--- src/rtl/mem_stage.sv ---
// Memory pipeline stage: holds one instruction, waits for the load response,
// aligns load data, and supplies bypass information to earlier stages.
module mem_stage (
    input  logic        clk,
    input  logic        resetn,
    input  logic        ex_to_mem_valid,
    output logic        MEM_allow_in,
    input  logic [31:0] ex_pc,
    input  logic [4:0]  ex_rf_waddr,
    input  logic        ex_rf_we,
    input  logic        ex_res_from_mem,
    input  logic [31:0] ex_alu_result,
    input  logic [2:0]  ex_ld_op,
    input  logic        data_sram_data_ok,
    input  logic [31:0] data_sram_rdata,
    output logic        mem_to_wb_valid,
    input  logic        WB_allow_in,
    output logic        MEM_ready_go,
    output logic [31:0] wb_pc,
    output logic [4:0]  wb_rf_waddr,
    output logic        wb_rf_we,
    output logic        wb_res_from_mem,
    output logic [31:0] wb_data,
    output logic [31:0] wb_alu_result,
    output logic        fwd_we,
    output logic [4:0]  fwd_waddr,
    output logic [31:0] fwd_data,
    output logic        fwd_load_pending,
    input  logic        mem_flush
);
    localparam int unsigned XLEN = 32;
    localparam int unsigned RW   = 5;

    typedef enum logic [1:0] {S_IDLE, S_WAIT, S_READY, S_DRAIN} state_e;

    state_e            state_q, state_d;
    logic              valid_q, valid_d;
    logic [XLEN-1:0]   pc_q, pc_d, alu_q, alu_d, data_q, data_d;
    logic [RW-1:0]     waddr_q, waddr_d;
    logic              we_q, we_d, ld_q, ld_d;
    logic [2:0]        op_q, op_d;
    logic              enter, latch, capture;
    logic [XLEN-1:0]   byte_sh, half_sh, aligned;

    // State register
    always_ff @(posedge clk or negedge resetn) begin
        if (!resetn) begin
            state_q <= S_IDLE;
            valid_q <= 1'b0;
        end else begin
            state_q <= state_d;
            valid_q <= valid_d;
        end
    end

    // Hold register for the resident instruction
    always_ff @(posedge clk or negedge resetn) begin
        if (!resetn) begin
            pc_q    <= '0;
            alu_q   <= '0;
            data_q  <= '0;
            waddr_q <= '0;
            we_q    <= 1'b0;
            ld_q    <= 1'b0;
            op_q    <= '0;
        end else begin
            pc_q    <= pc_d;
            alu_q   <= alu_d;
            data_q  <= data_d;
            waddr_q <= waddr_d;
            we_q    <= we_d;
            ld_q    <= ld_d;
            op_q    <= op_d;
        end
    end

    assign enter = ex_to_mem_valid & MEM_allow_in;

    // Next state; a flush overrides entry and response capture
    always_comb begin
        state_d = state_q;
        valid_d = valid_q;
        if (mem_flush) begin
            valid_d = 1'b0;
            // Response still outstanding: drain it before accepting new work
            if ((state_q == S_WAIT || state_q == S_DRAIN) && !data_sram_data_ok)
                state_d = S_DRAIN;
            else
                state_d = S_IDLE;
        end else begin
            case (state_q)
                S_WAIT:  if (data_sram_data_ok) state_d = S_READY;
                S_DRAIN: if (data_sram_data_ok) state_d = S_IDLE;
                default: begin
                    if (enter) begin
                        valid_d = 1'b1;
                        state_d = ex_res_from_mem ? S_WAIT : S_READY;
                    end else if (MEM_ready_go && WB_allow_in) begin
                        valid_d = 1'b0;
                        state_d = S_IDLE;
                    end
                end
            endcase
        end
    end

    // Outputs derived from the current state
    always_comb begin
        MEM_ready_go     = valid_q && (state_q == S_READY);
        mem_to_wb_valid  = MEM_ready_go;
        MEM_allow_in     = (state_q != S_DRAIN) && (!valid_q || (MEM_ready_go && WB_allow_in));
        fwd_load_pending = valid_q && ld_q && (state_q != S_READY);
        fwd_we           = valid_q && we_q;
    end

    // Load data alignment by latched address offset
    always_comb begin
        byte_sh = data_sram_rdata >> {alu_q[1:0], 3'b000};
        half_sh = data_sram_rdata >> {alu_q[1], 4'b0000};
        case (op_q)
            3'd1:    aligned = {{24{byte_sh[7]}}, byte_sh[7:0]};
            3'd2:    aligned = {24'd0, byte_sh[7:0]};
            3'd3:    aligned = {{16{half_sh[15]}}, half_sh[15:0]};
            3'd4:    aligned = {16'd0, half_sh[15:0]};
            default: aligned = data_sram_rdata;
        endcase
    end

    assign latch   = enter && !mem_flush;
    assign capture = (state_q == S_WAIT) && data_sram_data_ok && !mem_flush;

    always_comb begin
        pc_d    = pc_q;
        alu_d   = alu_q;
        data_d  = data_q;
        waddr_d = waddr_q;
        we_d    = we_q;
        ld_d    = ld_q;
        op_d    = op_q;
        if (latch) begin
            pc_d    = ex_pc;
            alu_d   = ex_alu_result;
            data_d  = '0;
            waddr_d = ex_rf_waddr;
            we_d    = ex_rf_we;
            ld_d    = ex_res_from_mem;
            op_d    = ex_ld_op;
        end else if (capture) begin
            data_d  = aligned;
        end
    end

    assign wb_pc           = pc_q;
    assign wb_rf_waddr     = waddr_q;
    assign wb_rf_we        = we_q;
    assign wb_res_from_mem = ld_q;
    assign wb_data         = data_q;
    assign wb_alu_result   = alu_q;
    assign fwd_waddr       = waddr_q;
    assign fwd_data        = ld_q ? data_q : alu_q;
endmodule

--- config.mk ---
export PLATFORM = sky130hd
export DESIGN_NAME = mem_stage
export DESIGN_NICKNAME = d
export VERILOG_FILES = /design/src/rtl/mem_stage.sv
export SDC_FILE = /design/constraint.sdc
export NUM_CORES = 1
export LEC_CHECK = 0
export ABC_AREA = 1
export CAP_MARGIN = 20
export CORE_MARGIN = 4
export CORE_UTILIZATION = 62
export CTS_BUF_LIST = sky130_fd_sc_hd__clkbuf_8 sky130_fd_sc_hd__clkbuf_16
export DETAILED_ROUTE_END_ITERATION = 8
export DONT_BUFFER_PORTS = 1
export GPL_TIMING_DRIVEN = 0
export PLACE_DENSITY = 0.78
export SYNTH_ARGS = -nofsm -noshare
export SYNTH_HDL_FRONTEND = slang
export SYNTH_SLANG_ARGS = --single-unit
export TNS_END_PERCENT = 10
--- constraint.sdc ---
create_clock -name clk -period 3.2 [get_ports clk]
set_input_delay 0.48 -clock clk [delete_from_list [all_inputs] [get_ports clk]]
set_output_delay 0.48 -clock clk [all_outputs]
set_load 0.02 [all_outputs]
==> results.yml <==
worst_setup_path:
  cp-end-kind: "primary output"
  cpMostUsedCell: "clkbuf_1"
  cp_slowest_stage_delay_ns: 0.50
  start_kind: "register"
  required_ns: 2.72
  crit_arrival_ns: 2.21
  critical_path_class: "register to primary output"
  critPathTopFamily: "buffers and inverters"
  critPathSlowestCell: "dfrtp_1"
  cp_max_fo: 10
  path_cells: "clkbuf_1, clkbuf_1, nand2_1, o21ai_0"
  critPathBufInv: 2
drt:
  totalWireLength_um: 17400
  drt-initial-drc-count: 625
  drt_pass1_iterations: 5
  viasPerCell: 5.82
  wl_per_cell_um: 19.3
  route.detailed.drc: 0
  ant_nets: 0
  dr_total_vias: 5234
min_path:
  hold_path_class: "input pin to async pin"
synthesis:
  synth_cells: 772
  synth_area_um2: 5810
  syn_nets: 884
  synth_top_cell_by_area: "dfrtp_1"
  ys_seq_area_share_pct: 47.0
  ys_warn_count: 0
  synth_top_area_share_pct: 47.0
  synth_area_leaders: "dfrtp_1 47%, nand2_1 23%, o21ai_0 4.9%"
  synth_area_per_cell_um2: 7.52
  ys_types: 31
  ys_ff_latch: 109
run_status:
  status: "complete, no violations"
placed_design:
  dpl.hpwl_um: 13500
  io_buffers: 0
  place_congestion: 0.915
power:
  p_int_mw: 2.53
  seqPwrFrac_pct: 49.7
  vdd_drop_max_v: 0.000474
  pwr-share-clk_pct: 17.1
  powerDensity_nw_per_um2: 798
  swShare_pct: 48.7
  switchingPower_mw: 2.40
  p_comb_share_pct: 33.2
  p_total_mw: 4.93
  cellLeakagePower_nw: 3.26
floorplan:
  fp.dieH_um: 105
  rows: 35
  fp.dieArea_um2: 11000
  core-area_um2: 9200
  io_pins: 257
  die_w_um: 105
  initial_core_util_pct: 63.1
clock_tree:
  clock_sinks: 109
  clockRootBuffer: "clkbuf_8"
  cts.path.max_buffers: 2
  cts_tree: "done"
  cts_setup_buffers: 0
  cts.clk_slew.worst_paths_ns: 0.12
  clk_latency_ns: 0.38
  htree_levels: 3
  cts_made_buffers: 9
global_routing:
  grt-ovfl-total: 0
  grt_pass1_vias: 5077
  antenna_found_initial: 0
  grt_pass1_wl_um: 27400
  grt_start_max_net_pins: 110
  track_usage_pct: 31.6
finish:
  areaGrowthSynthToFinish_pct: 6.34
  final_util_pct: 67.1
  fin_nets: 896
  drive_gt1_share_pct: 12.7
  n_fill_cell: 772
  diodes: 0
timing:
  skew_ns: 0.0155
  setup_tns_ns: 0
  worstMarginPinSlew_ns: 0.820
  relSlewSlack_pct: 44.8
  setup_violations: 0
  clock.fmax_ghz: 0.372
  rsz0062_at_grt: "false"
  hold_viol_final: 0
  finalMaxSlewViolations: 0
  layout_min_cycle_time_ns: 2.69
  layout_worst_path_cycle_share_pct: 83.9
run:
  cap_viol_max_count: 0
## per-layer routing
layer / share of wire (%) / vias to the layer above / track usage [%]
met2: 48 / 303 / 50.5
li1: - / 2422 / -
met5: 0 / - / 0
met1: 41 / 2471 / 42.0
met3: 8.1 / 38 / 7.29
met4: 2.7 / 0 / 11.8
## synthesized netlist by cell type
master     count
nand3_4        2
nor2_4         1
nand2_2       12
o21bai_4       1
or2_0          1
nor2_2         2
o21ai_1       28
nand3_1       36
o21ai_2       10
dfrtp_1      109
or2_1          1
nand2_4        1
nand4_1        1
o21ai_0       57
clkbuf_1      10
buf_4          9
o2111ai_1      1
clkinv_1       1
o21bai_1       1
nor2_1         9
buf_8          1
a21oi_1        9
nand4_4        1
inv_1         63
buf_2         13
buf_6         13
nand2_1      355
or2_2          1
o211ai_1       7
nand3_2       10
inv_2          6
## state kept, by name (all words and copies together), names as in the netlist
signal / count
valid_q: 1
wb_data: 32
wb_res_from_mem: 1
wb_rf_we: 1
wb_pc: 32
state_q: 2
fwd_waddr: 5
wb_alu_result: 32
op_q: 3
## stage by stage
| stage | cells | instance area, um2 | hold slack (ns) | worst slack (ns) |
|---|---|---|---|---|
| 3_5_place_dp | 883 | 5940 | 0.187 | 0.953 |
| 6_report | 900 | 6170 | 0.0218 | 0.514 |
| 4_1_cts | 900 | 6170 | 0.0350 | 0.527 |
| 3_3_place_gp | 883 | 5940 | 0.187 | 0.972 |
| 2_1_floorplan | 772 | 5810 | 0.184 | 1.38 |
| 5_1_grt | 900 | 6170 | 0.0558 | 0.354 |
## cell usage in the layout, fill, tap and decap left out, types with 12 or more instances in the layout
cell,netlist,final
buf_2,13,13
buf_6,13,13
nand2_1,355,355
nand2_2,12,12
inv_1,63,63
o21ai_0,57,57
o21ai_1,28,28
dfrtp_1,109,109
nand3_1,36,36
## worst register-to-register path, cell delays in order (launching register included)
cell and delay [ns]:
dfrtp_1 0.61, buf_6 0.21, nand2_1 0.06, o21ai_1 0.10, nand2_1 0.14, nand3_4 0.17, nand3_4 0.12, buf_6 0.17
nand3_2 0.07, nand2_1 0.05
## area by class of cell
| cell class | count | area [um2] | area share, % |
|---|---|---|---|
| Inverter | 70 | 263 | 4.26 |
| Clock buffer | 10 | 138 | 2.23 |
| Tap cell | 111 | 139 | 2.25 |
| Buffer | 46 | 332 | 5.37 |
| Sequential cell | 109 | 2730 | 44.2 |
| Timing Repair Buffer | 1 | 27.5 | 0.446 |
| Multi-Input combinational cell | 547 | 2480 | 40.2 |
| Clock inverter | 6 | 63.8 | 1.03 |
## logic make-up (layout without fill, tap and decap cells)
kind of cell	Yosys count	after routing	share of synthesized area, %
AO/OA/AOI/OAI	114	114	11.1
buffers and inverters	116	133	10.2
flip-flops	109	109	47.0
AND/OR/NAND/NOR	433	433	31.7
## power by group through the flow
| stage | sequential [mW] | combinational [mW] | clock [mW] |
|---|---|---|---|
| floorplan | 2.34 | 1.29 | 0 |
| global placement | 2.46 | 1.55 | 0 |
| detailed placement | 2.47 | 1.60 | 0 |
| CTS | 2.44 | 1.63 | 0.848 |
| global route | 2.48 | 1.83 | 0.916 |
| finish | 2.45 | 1.64 | 0.842 |
## repair_timing
action                                 4_1_cts  5_1_grt
endpoints found under the hold margin      109        0
hold buffers                                 1        0
resized for setup                            0        0
## worst paths after layout
path	start	endpoint	slack [ns]	depth (start not counted)
max reg2reg	wb_alu_result[1]$_DFFE_PN0P_	wb_data[25]$_DFFE_PN0P_	1.41	9
max in group asynchronous	resetn	wb_data[1]$_DFFE_PN0P_	2.77	1
min in group clk	ex_pc[8]	wb_pc[8]$_DFFE_PN0P_	0.20	2
min reg2reg	state_q[0]$_DFFE_PN0P_	state_q[0]$_DFFE_PN0P_	0.58	1
min	resetn	fwd_waddr[3]$_DFFE_PN0P_	0.02	1
max	wb_res_from_mem$_DFFE_PN0P_	fwd_data[26]	0.51	4
Note: power is estimated with default switching activity, not from simulation.
